===== src/rtl/cordic_vector.sv =====
// Iterative vectoring-mode CORDIC: converts a Cartesian vector (x, y) into a
// gain-scaled magnitude and a 16-bit binary angle, one micro-rotation per clock.
module cordic_vector #(
    parameter int unsigned WIDTH = 16,
    parameter int unsigned ITER  = 12
) (
    input  logic             clk,
    input  logic             rst_n,
    input  logic             in_valid,
    output logic             in_ready,
    input  logic [WIDTH-1:0] x_in,
    input  logic [WIDTH-1:0] y_in,
    output logic             out_valid,
    input  logic             out_ready,
    output logic [WIDTH:0]   mag_out,
    output logic [15:0]      ang_out
);

    // Two guard bits keep sqrt(2)*K*2^(WIDTH-1) representable.
    localparam int unsigned XW       = WIDTH + 2;
    localparam logic [3:0]  LastIter = 4'(ITER - 1);

    typedef enum logic [1:0] {StIdle, StRotate, StDone} state_e;

    state_e                state_q, state_d;
    logic signed [XW-1:0]  x_q, y_q;
    logic [15:0]           z_q;
    logic [3:0]            cnt_q;
    logic                  zflag_q;
    logic [WIDTH:0]        mag_q;
    logic [15:0]           ang_q;

    logic signed [XW-1:0]  x_ext, y_ext;
    logic signed [XW-1:0]  x_ld, y_ld;
    logic [15:0]           z_ld;
    logic signed [XW-1:0]  x_sh, y_sh;
    logic signed [XW-1:0]  x_nxt, y_nxt;
    logic [15:0]           z_nxt;
    logic [15:0]           atan_i;
    logic                  last_iter;

    // Arctangent table in binary-angle units, indexed by iteration.
    function automatic logic [15:0] atan_lut(input logic [3:0] i);
        case (i)
            4'd0:    atan_lut = 16'd8192;
            4'd1:    atan_lut = 16'd4836;
            4'd2:    atan_lut = 16'd2555;
            4'd3:    atan_lut = 16'd1297;
            4'd4:    atan_lut = 16'd651;
            4'd5:    atan_lut = 16'd326;
            4'd6:    atan_lut = 16'd163;
            4'd7:    atan_lut = 16'd81;
            4'd8:    atan_lut = 16'd41;
            4'd9:    atan_lut = 16'd20;
            4'd10:   atan_lut = 16'd10;
            4'd11:   atan_lut = 16'd5;
            4'd12:   atan_lut = 16'd3;
            4'd13:   atan_lut = 16'd1;
            4'd14:   atan_lut = 16'd1;
            default: atan_lut = 16'd0;
        endcase
    endfunction

    assign x_ext     = {{2{x_in[WIDTH-1]}}, x_in};
    assign y_ext     = {{2{y_in[WIDTH-1]}}, y_in};
    assign in_ready  = (state_q == StIdle);
    assign out_valid = (state_q == StDone);
    assign mag_out   = mag_q;
    assign ang_out   = ang_q;
    assign last_iter = (cnt_q == LastIter);
    assign atan_i    = atan_lut(cnt_q);

    // Pre-rotate left-half-plane inputs by +/-90 degrees so the iterations converge.
    always_comb begin
        x_ld = x_ext;
        y_ld = y_ext;
        z_ld = 16'h0000;
        if (x_in[WIDTH-1]) begin
            if (!y_in[WIDTH-1]) begin
                x_ld = y_ext;
                y_ld = -x_ext;
                z_ld = 16'h4000;
            end else begin
                x_ld = -y_ext;
                y_ld = x_ext;
                z_ld = 16'hC000;
            end
        end
    end

    // One micro-rotation driving y toward zero; all updates use old values.
    always_comb begin
        x_sh = x_q >>> cnt_q;
        y_sh = y_q >>> cnt_q;
        if (!y_q[XW-1]) begin
            x_nxt = x_q + y_sh;
            y_nxt = y_q - x_sh;
            z_nxt = z_q + atan_i;
        end else begin
            x_nxt = x_q - y_sh;
            y_nxt = y_q + x_sh;
            z_nxt = z_q - atan_i;
        end
    end

    // Next-state logic for the handshake FSM.
    always_comb begin
        state_d = state_q;
        case (state_q)
            StIdle:   if (in_valid) state_d = StRotate;
            StRotate: if (last_iter) state_d = StDone;
            StDone:   if (out_ready) state_d = StIdle;
            default:  state_d = StIdle;
        endcase
    end

    // State register.
    always_ff @(posedge clk or negedge rst_n) begin
        if (!rst_n) state_q <= StIdle;
        else        state_q <= state_d;
    end

    // Datapath: load on acceptance, iterate in ROTATE, capture result on the last step.
    always_ff @(posedge clk or negedge rst_n) begin
        if (!rst_n) begin
            x_q     <= '0;
            y_q     <= '0;
            z_q     <= '0;
            cnt_q   <= '0;
            zflag_q <= 1'b0;
            mag_q   <= '0;
            ang_q   <= '0;
        end else begin
            case (state_q)
                StIdle: begin
                    if (in_valid) begin
                        x_q     <= x_ld;
                        y_q     <= y_ld;
                        z_q     <= z_ld;
                        cnt_q   <= '0;
                        zflag_q <= (x_in == '0) && (y_in == '0);
                    end
                end
                StRotate: begin
                    x_q   <= x_nxt;
                    y_q   <= y_nxt;
                    z_q   <= z_nxt;
                    cnt_q <= cnt_q + 4'd1;
                    if (last_iter) begin
                        mag_q <= zflag_q ? '0 : x_nxt[WIDTH:0];
                        ang_q <= zflag_q ? '0 : z_nxt;
                    end
                end
                default: ;
            endcase
        end
    end

endmodule


===== config.mk =====
export PLATFORM = sky130hd
export DESIGN_NAME = cordic_vector
export DESIGN_NICKNAME = d
export VERILOG_FILES = /design/src/rtl/cordic_vector.sv
export SDC_FILE = /design/constraint.sdc
export NUM_CORES = 1
export LEC_CHECK = 0
export BUFFER_PORTS_ARGS = -buffer_cell sky130_fd_sc_hd__buf_2
export CAP_MARGIN = 20
export CORE_ASPECT_RATIO = 1.4
export CORE_MARGIN = 2
export CORE_UTILIZATION = 36
export CTS_BUF_LIST = sky130_fd_sc_hd__clkbuf_2
export DETAILED_ROUTE_END_ITERATION = 12
export GPL_ROUTABILITY_DRIVEN = 0
export GPL_TIMING_DRIVEN = 1
export RECOVER_POWER = 25
export SYNTH_ARGS = -nofsm -noshare
export SYNTH_HDL_FRONTEND = slang
export SYNTH_SLANG_ARGS = --single-unit

===== constraint.sdc =====
create_clock -name clk -period 11 [get_ports clk]
set_input_delay 1.65 -clock clk [delete_from_list [all_inputs] [get_ports clk]]
set_output_delay 1.65 -clock clk [all_outputs]
set_load 0.03 [all_outputs]

## After elaboration in Yosys (flattened, before gate mapping)

Memories as Yosys holds them, arrays and structs flattened.
Cells that the tools add are included.
W data, S select, Z words.

| word-level totals | value |
|---|---|
| register bits | 92 |
| memory bits (read-only) | 224 |
| bits of input ports | 36 |
| memories kept | 1 |

Memories:

| memory | depth | bits a word | read ports | clocked after memory_dff | wr ports | line | text |
|---|---|---|---|---|---|---|---|
| (name not given) | 16 | 14 | 1 | 0 | 0 | 44 | `case (i)` |

| operators by class | value |
|---|---|
| add/sub/neg operators | 9 |
| eq/ne operators | 6 |
| shift-type cells | 2 |
| mux-type cells | 23 |
| reductions and logical operators | 9 |

Operators with widths:

| operator | number |
|---|---|
| $mux W18 | 8 |
| $mux W16 | 5 |
| $pmux W18 S2 | 2 |
| $add A18 B18 Y18 | 2 |
| $neg A16 Y18 | 2 |
| $sshr A18 B4 Y18 | 2 |
| $sub A18 B18 Y18 | 2 |
| $logic_not A16 Y1 | 2 |
| $pmux W16 S2 | 1 |
| $mux W17 | 1 |
| $add A16 B16 Y16 | 1 |
| $sub A16 B16 Y16 | 1 |
| $pmux W4 S2 | 1 |
| $mux W2 | 3 |
| $pmux W2 S3 | 1 |
| $reduce_and A2 Y1 | 3 |
| $add A4 B1 Y4 const B | 1 |
| $eq A4 B4 Y1 const B | 1 |
| $mux W4 | 1 |
| $ne A2 B2 Y1 const B | 2 |
| $reduce_and A3 Y1 | 1 |
| $eq A2 B1 Y1 const B | 1 |
| $eq A2 B2 Y1 const B | 1 |
| $logic_not A2 Y1 | 1 |
| 3 further kinds | 3 |

## Longest topological paths before layout

Gate-level depths: netlist of run 1.

| logic depth | value |
|---|---|
| depth after elaboration | 5 |
| mapped depth | 22 |
| mapped depth without buffers | 20 |

## Worst setup path before layout of run 1

OpenSTA, ideal clock, no wires.

| path | value |
|---|---|
| path kind | register to register |
| start | register cnt_q[0] |
| end | register x_q[17] |
| setup time | 0.076 ns |
| arrival time | 4.534 ns |
| required time | 10.924 ns |
| slack | 6.390 ns |
| stages on the path, launching flop included | 22 |
| cell sequence | dfrtp_1 -> buf_6 -> buf_2 -> mux4_2 -> a22oi_1 -> o21ai_0 -> inv_1 -> ha_1 -> nand2b_1 -> nor4b_1 -> nor2_1 -> xnor2_1 -> ha_1 -> a21o_1 -> a21o_1 -> nor3b_1 -> a21oi_1 -> a41o_1 -> o41ai_1 -> xnor2_1 -> or3_1 -> o21ai_1 |

| between the ends | value |
|---|---|
| word-level cells in the longest chain between the ends | 4 |

Ends and longest elaborated chain:

| what | line | text |
|---|---|---|
| start: declaration | 28 | `logic [3:0] cnt_q;` |
| start signal: assignment | 148 | `cnt_q <= cnt_q + 4'd1;` |
| $sshr A18 B4 Y18 (*) | 94 | `y_sh = y_q >>> cnt_q;` |
| $add A18 B18 Y18 / $sub A18 B18 Y18 (equally long branches) | 96, 100 |  |
| $mux W18 (*) | 95 | `if (!y_q[XW-1]) begin` |
| $pmux W18 S2 (*) | 134 | `case (state_q)` |
| end signal: assignment | 137 | `x_q <= x_ld;` |
| end signal: assignment | 145 | `x_q <= x_nxt;` |
| end: declaration | 26 | `logic signed [XW-1:0] x_q, y_q;` |

Every way passes the cells marked *; elsewhere a longest branch is shown, timed or not.
A chain may end at the register's enable or synchronous reset.

## Worst setup path after layout of run 1

| path | value |
|---|---|
| start | register cnt_q[1] |
| end | register x_q[17] |

The elaborated chain is that of the path after synthesis.

==> flow_metrics.tcl, run 1 <==
set metrics [dict create \
    chipWidth_um 146 \
    drive_gt1_share_pct 14.9 \
    drtIter0Drc 720 \
    ctsResizeCount 0 \
    yosys_warnings 0 \
    syn-cell-area_um2 10100 \
    vias 9427 \
    clockBufferDepth 2 \
    grt_pass1_vias 9010 \
    synth_common_cells "nor2_1, a21oi_1, nand2_1" \
    syn_inst 1202 \
    end_kind "flop" \
    fin_crit_sh_pct 66.8 \
    synth_seq_area_share_pct 22.8 \
    via_per_inst 5.91 \
    holdCritPathClass "reg2reg" \
    cts_hold_buffers 0 \
    clock-root-buffer "clkbuf_2" \
    period_minus_slack_ps 7350 \
    dr.pass1.iters 6 \
    crit_start "cnt_q[1]" \
    finalHoldViolations 0 \
    rsz0062_at_grt "false" \
    synth_nets 1301 \
    clock_latency_ps 770 \
    slew_headroom_pct -146 \
    setup_viol 0 \
    antenna_found_initial 2 \
    rows 72 \
    ff2ff_setup_slack_ps 3650 \
    crit_fanout 63 \
    initial_core_util_pct 36.5 \
    synth.most_common_cell "nor2_1" \
    setup_tns_ps 0 \
    hold_depth 2 \
    grt_max_degree 71 \
    yosysTopAreaCell "dfrtp_1" \
    synth_area_leaders "dfrtp_1, mux4_2, ha_1" \
    synth_ff_type "dfrtp_1" \
    place_hpwl_mm 23.4 \
    worstPathArrival_ps 8090 \
    slew_violations 159 \
    areaGrowthSynthToFinish_pct 7.38 \
    cts.sink_count 92 \
    r2r-end "x_q[17]" \
    cts_tree "yes" \
    ys_types 81 \
    status "finished, violations left" \
    avgRoutedWirePerCell_um 20.2 \
    grt_pass1_wl_mm 50.7 \
    postCtsSetupRepairBufs 0 \
    synth_top_area_share_pct 22.8 \
    async_flop_share_pct 100 \
    ios 71 \
    fin_nets 1318 \
    cts_buffers 9 \
    cp_data_required_time_ps 11740 \
    cap_violations 3 \
    routed_wirelength_mm 32.3 \
    clk_pin_slew_ps 300 \
    postRouteAntennaNets 0 \
    drc 0 \
    port_buffers 70 \
    critical_path_class "reg2reg" \
    regToRegStartpoint "cnt_q[1]" \
    grt.total_usage_pct 21.9 \
    synth-seq-cells 92 \
    die-height_um 202 \
    fp.dieArea_um2 29400 \
    tightest_slew_ps 3690 \
    violations "max-capacitance violations, max-slew violations" \
    synth_edf_count 0 \
    clock.fmax_mhz 136 \
    htreeDepth 3 \
    clock-skew-final_ps 59.5 \
    critPathCapture "x_q[17]" \
    grt-ovfl-total 0 \
    startpoint_type "flop" \
    core_area_um2 27700 \
    avgSynthCellArea_um2 8.40 \
    reg2reg_depth 19 \
]
-- flip-flops by register name (all words and copies together) (netlist names) --
name     flops
x_q         18
mag_out     17
state_q      2
zflag_q      1
ang_out     16
cnt_q        4
z_q         16
y_q         18
-- metal layers --
layer | share of wire, % | track usage (%) | up-vias
met3 | 3.7 | 2.21 | 93
met4 | 5.9 | 12.9 | 0
met1 | 41 | 26.5 | 4559
met2 | 49 | 37.7 | 275
li1 | - | - | 4500
met5 | 0 | 0 | -
-- critical path: stages, from the launching register on --
cell      delay [ps]
dfrtp_2          410
clkbuf_1        2290
inv_1            700
mux2i_1          520
o211ai_4         170
nor4b_4          350
and2_4           230
nand2_2           80
o211ai_1         180
o21ai_0          100
mux2_2           270
ha_1             190
a211oi_1         330
nor3b_1          240
a21oi_1          120
a41o_1           270
o41ai_1          300
xnor2_1          140
or3_1            320
o21ai_1           80
-- logic make-up (layout without fill, tap and decap cells) --
| kind of cell | Yosys count | after routing | synth area share [%] |
|---|---|---|---|
| AND/OR/NAND/NOR | 380 | 380 | 18.4 |
| AO/OA/AOI/OAI | 371 | 371 | 24.5 |
| buffers and inverters | 115 | 136 | 4.71 |
| XOR/XNOR | 98 | 98 | 8.50 |
| flip-flops | 92 | 92 | 22.8 |
| multiplexers | 83 | 83 | 13.1 |
| adder cells (fa/ha/maj) | 63 | 63 | 8.03 |
| other | 0 | 2 | 0 |
-- cells in the final DEF (no fill, tap or decap), drive strengths merged, types with 4 or more instances in the layout --
cell type / netlist / layout
nand3: 26 / 26
clkbuf: 54 / 12
and2: 6 / 6
xnor2: 51 / 51
nor2: 117 / 117
inv: 34 / 37
a221o: 12 / 12
o211ai: 10 / 10
or2: 8 / 8
nand4: 7 / 7
nor2b: 22 / 22
a21oi: 99 / 99
a211oi: 43 / 43
a22o: 21 / 21
mux2: 15 / 15
nor3: 26 / 26
mux2i: 31 / 31
xor2: 47 / 47
o21a: 9 / 9
buf: 27 / 84
ha: 60 / 60
a311oi: 4 / 4
nor3b: 5 / 5
nand2b: 21 / 21
o21bai: 5 / 5
nor4: 5 / 5
a21o: 12 / 12
o31ai: 17 / 17
nand2: 98 / 98
mux4: 37 / 37
a31oi: 11 / 11
and3: 6 / 6
dfrtp: 92 / 92
o211a: 5 / 5
o21ai: 81 / 81
a22oi: 14 / 14
or3: 15 / 15
-- worst min-delay path by stage --
stage                            from           to  slack (ps)
after floorplan                z_q[0]       z_q[0]         470
after global placement     mag_out[0]   mag_out[0]         460
after detailed placement  ang_out[14]  ang_out[14]         460
after CTS                 ang_out[14]  ang_out[14]         520
after global routing       mag_out[2]   mag_out[2]         560
final                     ang_out[14]  ang_out[14]         510
-- area by class of cell --
type	instances	area [um2]
well taps	370	463
fillers	2865	16800
diodes	2	5.00
inverters	34	128
clock buffers	9	45.0
repair buffers	87	469
multi-input cells	995	7330
clock inverters	6	93.8
flip-flops and latches	92	2310
-- stage by stage --
stage	std cells	hold slack (ps)	cell area (um2)	setup slack, ps	util [%]
final	1595	509	10800	3650	39.2
after floorplan	1202	469	10100	6390	-
after CTS	1593	516	10900	5290	39.2
after detailed placement	1578	463	10700	5380	38.7
after global placement	1578	455	10700	5520	38.7
after global routing	1595	558	10800	3000	39.2
Power of run 1 is not shown: default switching activity piles up to over one toggle a cycle in this logic, so the estimate is an artifact.
==> run 2: changes to the inputs <==
--- a/config.mk
+++ b/config.mk
@@ -5,6 +5,7 @@
 export SDC_FILE = /design/constraint.sdc
 export NUM_CORES = 1
 export LEC_CHECK = 0
+export ABC_AREA = 1
 export BUFFER_PORTS_ARGS = -buffer_cell sky130_fd_sc_hd__buf_2
 export CAP_MARGIN = 20
 export CORE_ASPECT_RATIO = 1.4
==> constraint.sdc (replaced) <==
create_clock -name clk -period 6.11 [get_ports clk]
set_input_delay 0.9165 -clock clk [delete_from_list [all_inputs] [get_ports clk]]
set_output_delay 0.9165 -clock clk [all_outputs]
set_load 0.03 [all_outputs]
==> flow_metrics.tcl, run 2 <==
set metrics [dict create \
    status "finished, violations left" \
    violations "max-capacitance violations, max-slew violations" \
    setup_viol 0 \
    via_per_inst 5.33 \
    yosysTopAreaCell "dfrtp_1" \
    crit_fanout 34 \
    chipWidth_um 145 \
    syn-cell-area_um2 9950 \
    clock-root-buffer "clkbuf_2" \
    port_buffers 70 \
    synth.most_common_cell "nand2_1" \
    ctsResizeCount 0 \
    holdCritPathClass "in2reg" \
    grt_pass1_vias 10000 \
    hold_path_end "state_q[1]" \
    syn_inst 1537 \
    holdCritStartpoint "out_ready" \
    die-height_um 201 \
    clock.fmax_mhz 201 \
    async_flop_share_pct 100 \
    antenna_found_initial 1 \
    fin_crit_sh_pct 81.2 \
    cap_violations 2 \
    synth_xor_area_share_pct 5.72 \
    grtUsageMet2_pct 38.4 \
    r2r-end "z_q[13]" \
    drtIter0Drc 628 \
    end_kind "flop" \
    startpoint_type "flop" \
    yosys_warnings 0 \
    synth_top_area_share_pct 23.1 \
    initial_core_util_pct 36.3 \
    fin_nets 1663 \
    postRouteAntennaNets 0 \
    grt_max_degree 61 \
    worstPathArrival_ps 5560 \
    synth_fa_ha_area_share_pct 8.15 \
    grt.total_usage_pct 22.3 \
    slew_violations 95 \
    routed_wirelength_mm 32.0 \
    tightest_slew_ps 3190 \
    period_minus_slack_ps 4960 \
    path_common_cell "nand2_1" \
    synth_common_cells "nand2_1, nand3_1, inv_1" \
    grt_pass1_wl_mm 51.2 \
    grt-ovfl-total 0 \
    drc 0 \
    cp_slowest_stage_delay_ps 1060 \
    cts_hold_buffers 0 \
    synth_nets 1636 \
    clock_latency_ps 650 \
    core_area_um2 27400 \
    rows 72 \
    fp.dieArea_um2 29000 \
    synth_top_family_by_area "simple AND/OR/NAND/NOR gates" \
    avgRoutedWirePerCell_um 16.5 \
    avgSynthCellArea_um2 6.48 \
    dr.pass1.iters 7 \
    clk_pin_slew_ps 300 \
    critical_path_class "reg2reg" \
    clock-skew-final_ps 29.5 \
    timing.critical_path.cells "inv_4, ha_1, nor2_1, a21oi_1, o21ai_1, inv_1, ha_1, inv_1, o21ai_0, inv_1, ha_1, nand2_1, o21ai_0, nand4_1, nand2_1, a21boi_0, o21ai_0, nand3_1, nand2_1, nand2_1, nand3_1, nand2_1" \
    ff2ff_setup_slack_ps 1150 \
    regToRegStartpoint "cnt_q[1]" \
    synth_area_leaders "dfrtp_1, nand2_1, nand3_1" \
    setup_tns_ps 0 \
    postCtsSetupRepairBufs 0 \
    htreeDepth 3 \
    grtUsageMet3_pct 2.50 \
    ys_types 59 \
    reg2reg_depth 22 \
    rsz0062_at_grt "false" \
    synth_edf_count 0 \
    synth_mux_area_share_pct 0.201 \
    synth-compound-area-share_pct 18.7 \
    areaGrowthSynthToFinish_pct 6.49 \
    synth_seq_area_share_pct 23.1 \
    final_cell_mix "nand2_1, nand3_1, inv_1" \
    cp_data_required_time_ps 6710 \
    ios 71 \
    cts_tree "yes" \
    drive_gt1_share_pct 10.5 \
    slew_headroom_pct -113 \
    clockBufferDepth 2 \
    synth_ff_type "dfrtp_1" \
    cpMaxStageDelayCell "dfrtp_1" \
    cts.sink_count 92 \
    hold_depth 2 \
    vias 10300 \
    busiest_layer "met2" \
    grt_use_met1_pct 27.5 \
    final_common_cell "nand2_1" \
    synth-seq-cells 92 \
    synth-simple-area-share_pct 35.3 \
    cts_buffers 9 \
    place_hpwl_mm 24.9 \
    finalHoldViolations 0 \
]
[run 2: changes by cell type after synthesis, moves of 26 or more]
cell      delta
mux2i_1     -28
mux4_2      -37
o21ai_0     +51
inv_1       +96
nand2_1    +334
nand3_1    +150
a211oi_1    -41
xnor2_1     -26
[run 2: critical path: cells and delay by family (launching register included)]
kind	cells	cell delay, ps
AO/OA/AOI/OAI	6	1450
flip-flops	1	1060
adder cells (fa/ha/maj)	3	970
AND/OR/NAND/NOR	9	920
buffers and inverters	4	530
[run 2: per-stage QoR]
stage | util (%) | instance area (um2) | cells | setup WS [ps] | hold WS, ps
2_1_floorplan | - | 9950 | 1537 | 2310 | 447
3_3_place_gp | 38.3 | 10500 | 1923 | 1240 | 458
3_5_place_dp | 38.3 | 10500 | 1923 | 1140 | 462
4_1_cts | 38.7 | 10600 | 1939 | 1150 | 142
5_1_grt | 38.7 | 10600 | 1940 | 570 | 325
6_report | 38.7 | 10600 | 1940 | 1150 | 379
[run 2: cell type report]
| class | instances | area (um2) |
|---|---|---|
| Clock buffer | 9 | 45.0 |
| Sequential cell | 92 | 2300 |
| Inverter | 139 | 527 |
| Clock inverter | 7 | 63.8 |
| Multi-Input combinational cell | 1242 | 6780 |
| Fill cell | 3052 | 16800 |
| Tap cell | 370 | 463 |
| Antenna cell | 1 | 2.50 |
| Timing Repair Buffer | 80 | 420 |
[run 2: cells by family (layout without fill, tap and decap cells)]
family / Yosys count / after routing
and+or+nand+nor: 797 / 797
AOI/OAI and AO/OA: 315 / 315
buffers and inverters: 203 / 235
DFF: 92 / 92
xor gates and xnor gates: 65 / 65
adders and majority gates: 63 / 63
muxes: 2 / 2
other: 0 / 1
[run 2: worst max path at each step]
stage	endpoint	cells past startpoint	slack (ps)	from
floorplan	ang_out[13]	24	2310	cnt_q[1]
global placement	ang_out[13]	22	1240	cnt_q[1]
detailed placement	z_q[13]	22	1140	cnt_q[1]
CTS	z_q[13]	22	1150	cnt_q[1]
global route	cnt_q[2]	2	570	rst_n
finish	z_q[13]	22	1150	cnt_q[1]
[run 2: routing by layer]
metal	wire [um]	up-vias
met5	0	-
met4	1460	0
met2	15800	267
li1	-	5224
met3	1320	66
met1	13400	4787
Power of run 2 is left out for the same reason.
==> run 3: changes to the inputs <==
==> constraint.sdc (replaced) <==
create_clock -name clk -period 4.8 [get_ports clk]
set_input_delay 0.72 -clock clk [delete_from_list [all_inputs] [get_ports clk]]
set_output_delay 0.72 -clock clk [all_outputs]
set_load 0.03 [all_outputs]
==> flow_metrics.tcl, run 3 (synthesized netlist as in run 2, its figures left out) <==
set metrics [dict create \
    grt_pass1_wl_mm 52.0 \
    worstPathArrival_ps 4880 \
    ctsResizeCount 0 \
    final_cell_mix "nand2_1, nand3_1, inv_1" \
    final_common_cell "nand2_1" \
    regArea_um2 2300 \
    drtIter0Drc 704 \
    grt_max_degree 65 \
    slew_headroom_pct -131 \
    tightest_slew_ps 3470 \
    drc 0 \
    rows 72 \
    hold_ws_ps 178 \
    die-height_um 201 \
    rsz0062_at_grt "false" \
    cp_data_required_time_ps 5370 \
    clock-skew-final_ps 37.4 \
    cts.sink_count 92 \
    ios 71 \
    clock_latency_ps 680 \
    place_area_um2 10600 \
    clock.fmax_mhz 232 \
    antenna_found_initial 2 \
    initial_core_util_pct 36.3 \
    utilization_pct 39.0 \
    drive_gt1_share_pct 11.3 \
    port_buffers 70 \
    critical_path_class "reg2reg" \
    status "finished, violations left" \
    chipWidth_um 145 \
    setup_viol 0 \
    violations "max-capacitance violations, max-slew violations" \
    end_kind "flop" \
    routed_wirelength_mm 32.3 \
    setup_tns_ps 0 \
    grt-ovfl-total 0 \
    startpoint_type "flop" \
    holdCritPathClass "in2reg" \
    crit_fanout 7 \
    dr.pass1.iters 5 \
    cap_violations 1 \
    avgRoutedWirePerCell_um 16.6 \
    slew_violations 65 \
    multi_input_area_um2 6780 \
    cts_tree "yes" \
    fin_crit_sh_pct 89.7 \
    fin_nets 1675 \
    period_minus_slack_ps 4310 \
    cts_hold_buffers 0 \
    postRouteAntennaNets 0 \
    postCtsSetupRepairBufs 0 \
    place_hpwl_mm 25.4 \
    core_area_um2 27400 \
    fp.dieArea_um2 29000 \
    htreeDepth 3 \
    grt.total_usage_pct 22.6 \
    clockBufferDepth 2 \
    grt_pass1_vias 10100 \
    areaGrowthSynthToFinish_pct 7.29 \
    fill_cells 3049 \
    cts_buffers 9 \
    vias 10500 \
    finalHoldViolations 0 \
    via_per_inst 5.35 \
    hold_depth 2 \
    ff2ff_setup_slack_ps 490 \
    final_area_um2 10700 \
    clock-root-buffer "clkbuf_2" \
    reg2reg_depth 18 \
    clk_pin_slew_ps 260 \
]
[run 3: changes by cell type in the layout (fill, tap and decap cells not counted)]
| cell | delta |
|---|---|
| clkbuf_1 | -1 |
| clkbuf_2 | +2 |
| clkinv_2 | +1 |
| diode_2 | +2 |
| buf_4 | +13 |
| inv_8 | -3 |
[run 3: per-layer routing]
metal	vias to the layer above	routed length, um	track usage [%]
li1	5232	-	-
met3	82	1210	2.36
met1	4880	13700	27.8
met5	-	0	0
met2	263	15500	38.2
met4	0	1900	12.7
[run 3: metrics by stage]
stage               cells  worst slack (ps)
floorplan            1537               995
global placement     1935               665
detailed placement   1935               577
CTS                  1951               519
global route         1953               154
finish               1954               495
[run 3: area by class of cell]
type                    count  share of cell area [%]
multi-input cells        1242                    63.4
well taps                 370                    4.34
clock buffers              11                   0.516
diodes                      3                  0.0703
clock inverters             5                   0.328
flip-flops and latches     92                    21.6
repair buffers             92                    4.82
inverters                 139                    4.93
[run 3: worst paths after layout]
kind | start | end
max reg2reg | cnt_q[1] | ang_out[12]
max in group asynchronous | rst_n | ang_out[0]
min reg2reg | mag_out[13] | mag_out[13]
min in group asynchronous | rst_n | state_q[1]
max | cnt_q[1] | ang_out[12]
min | out_ready | state_q[1]
[run 3: worst max-delay path, cell delays in order, from the launching register on]
cell and delay (ps):
dfrtp_1 630, inv_4 50, ha_1 300, nor2_1 180
a21oi_1 60, o21ai_1 320, inv_1 80, ha_1 280
inv_1 50, o21ai_0 120, fa_1 480, o21ai_0 360
a21oi_1 130, buf_4 160, o21ai_0 250, a21boi_0 220
o21ai_0 260, xor2_1 200, o21ai_0 90
Power of run 3 is left out for the same reason.
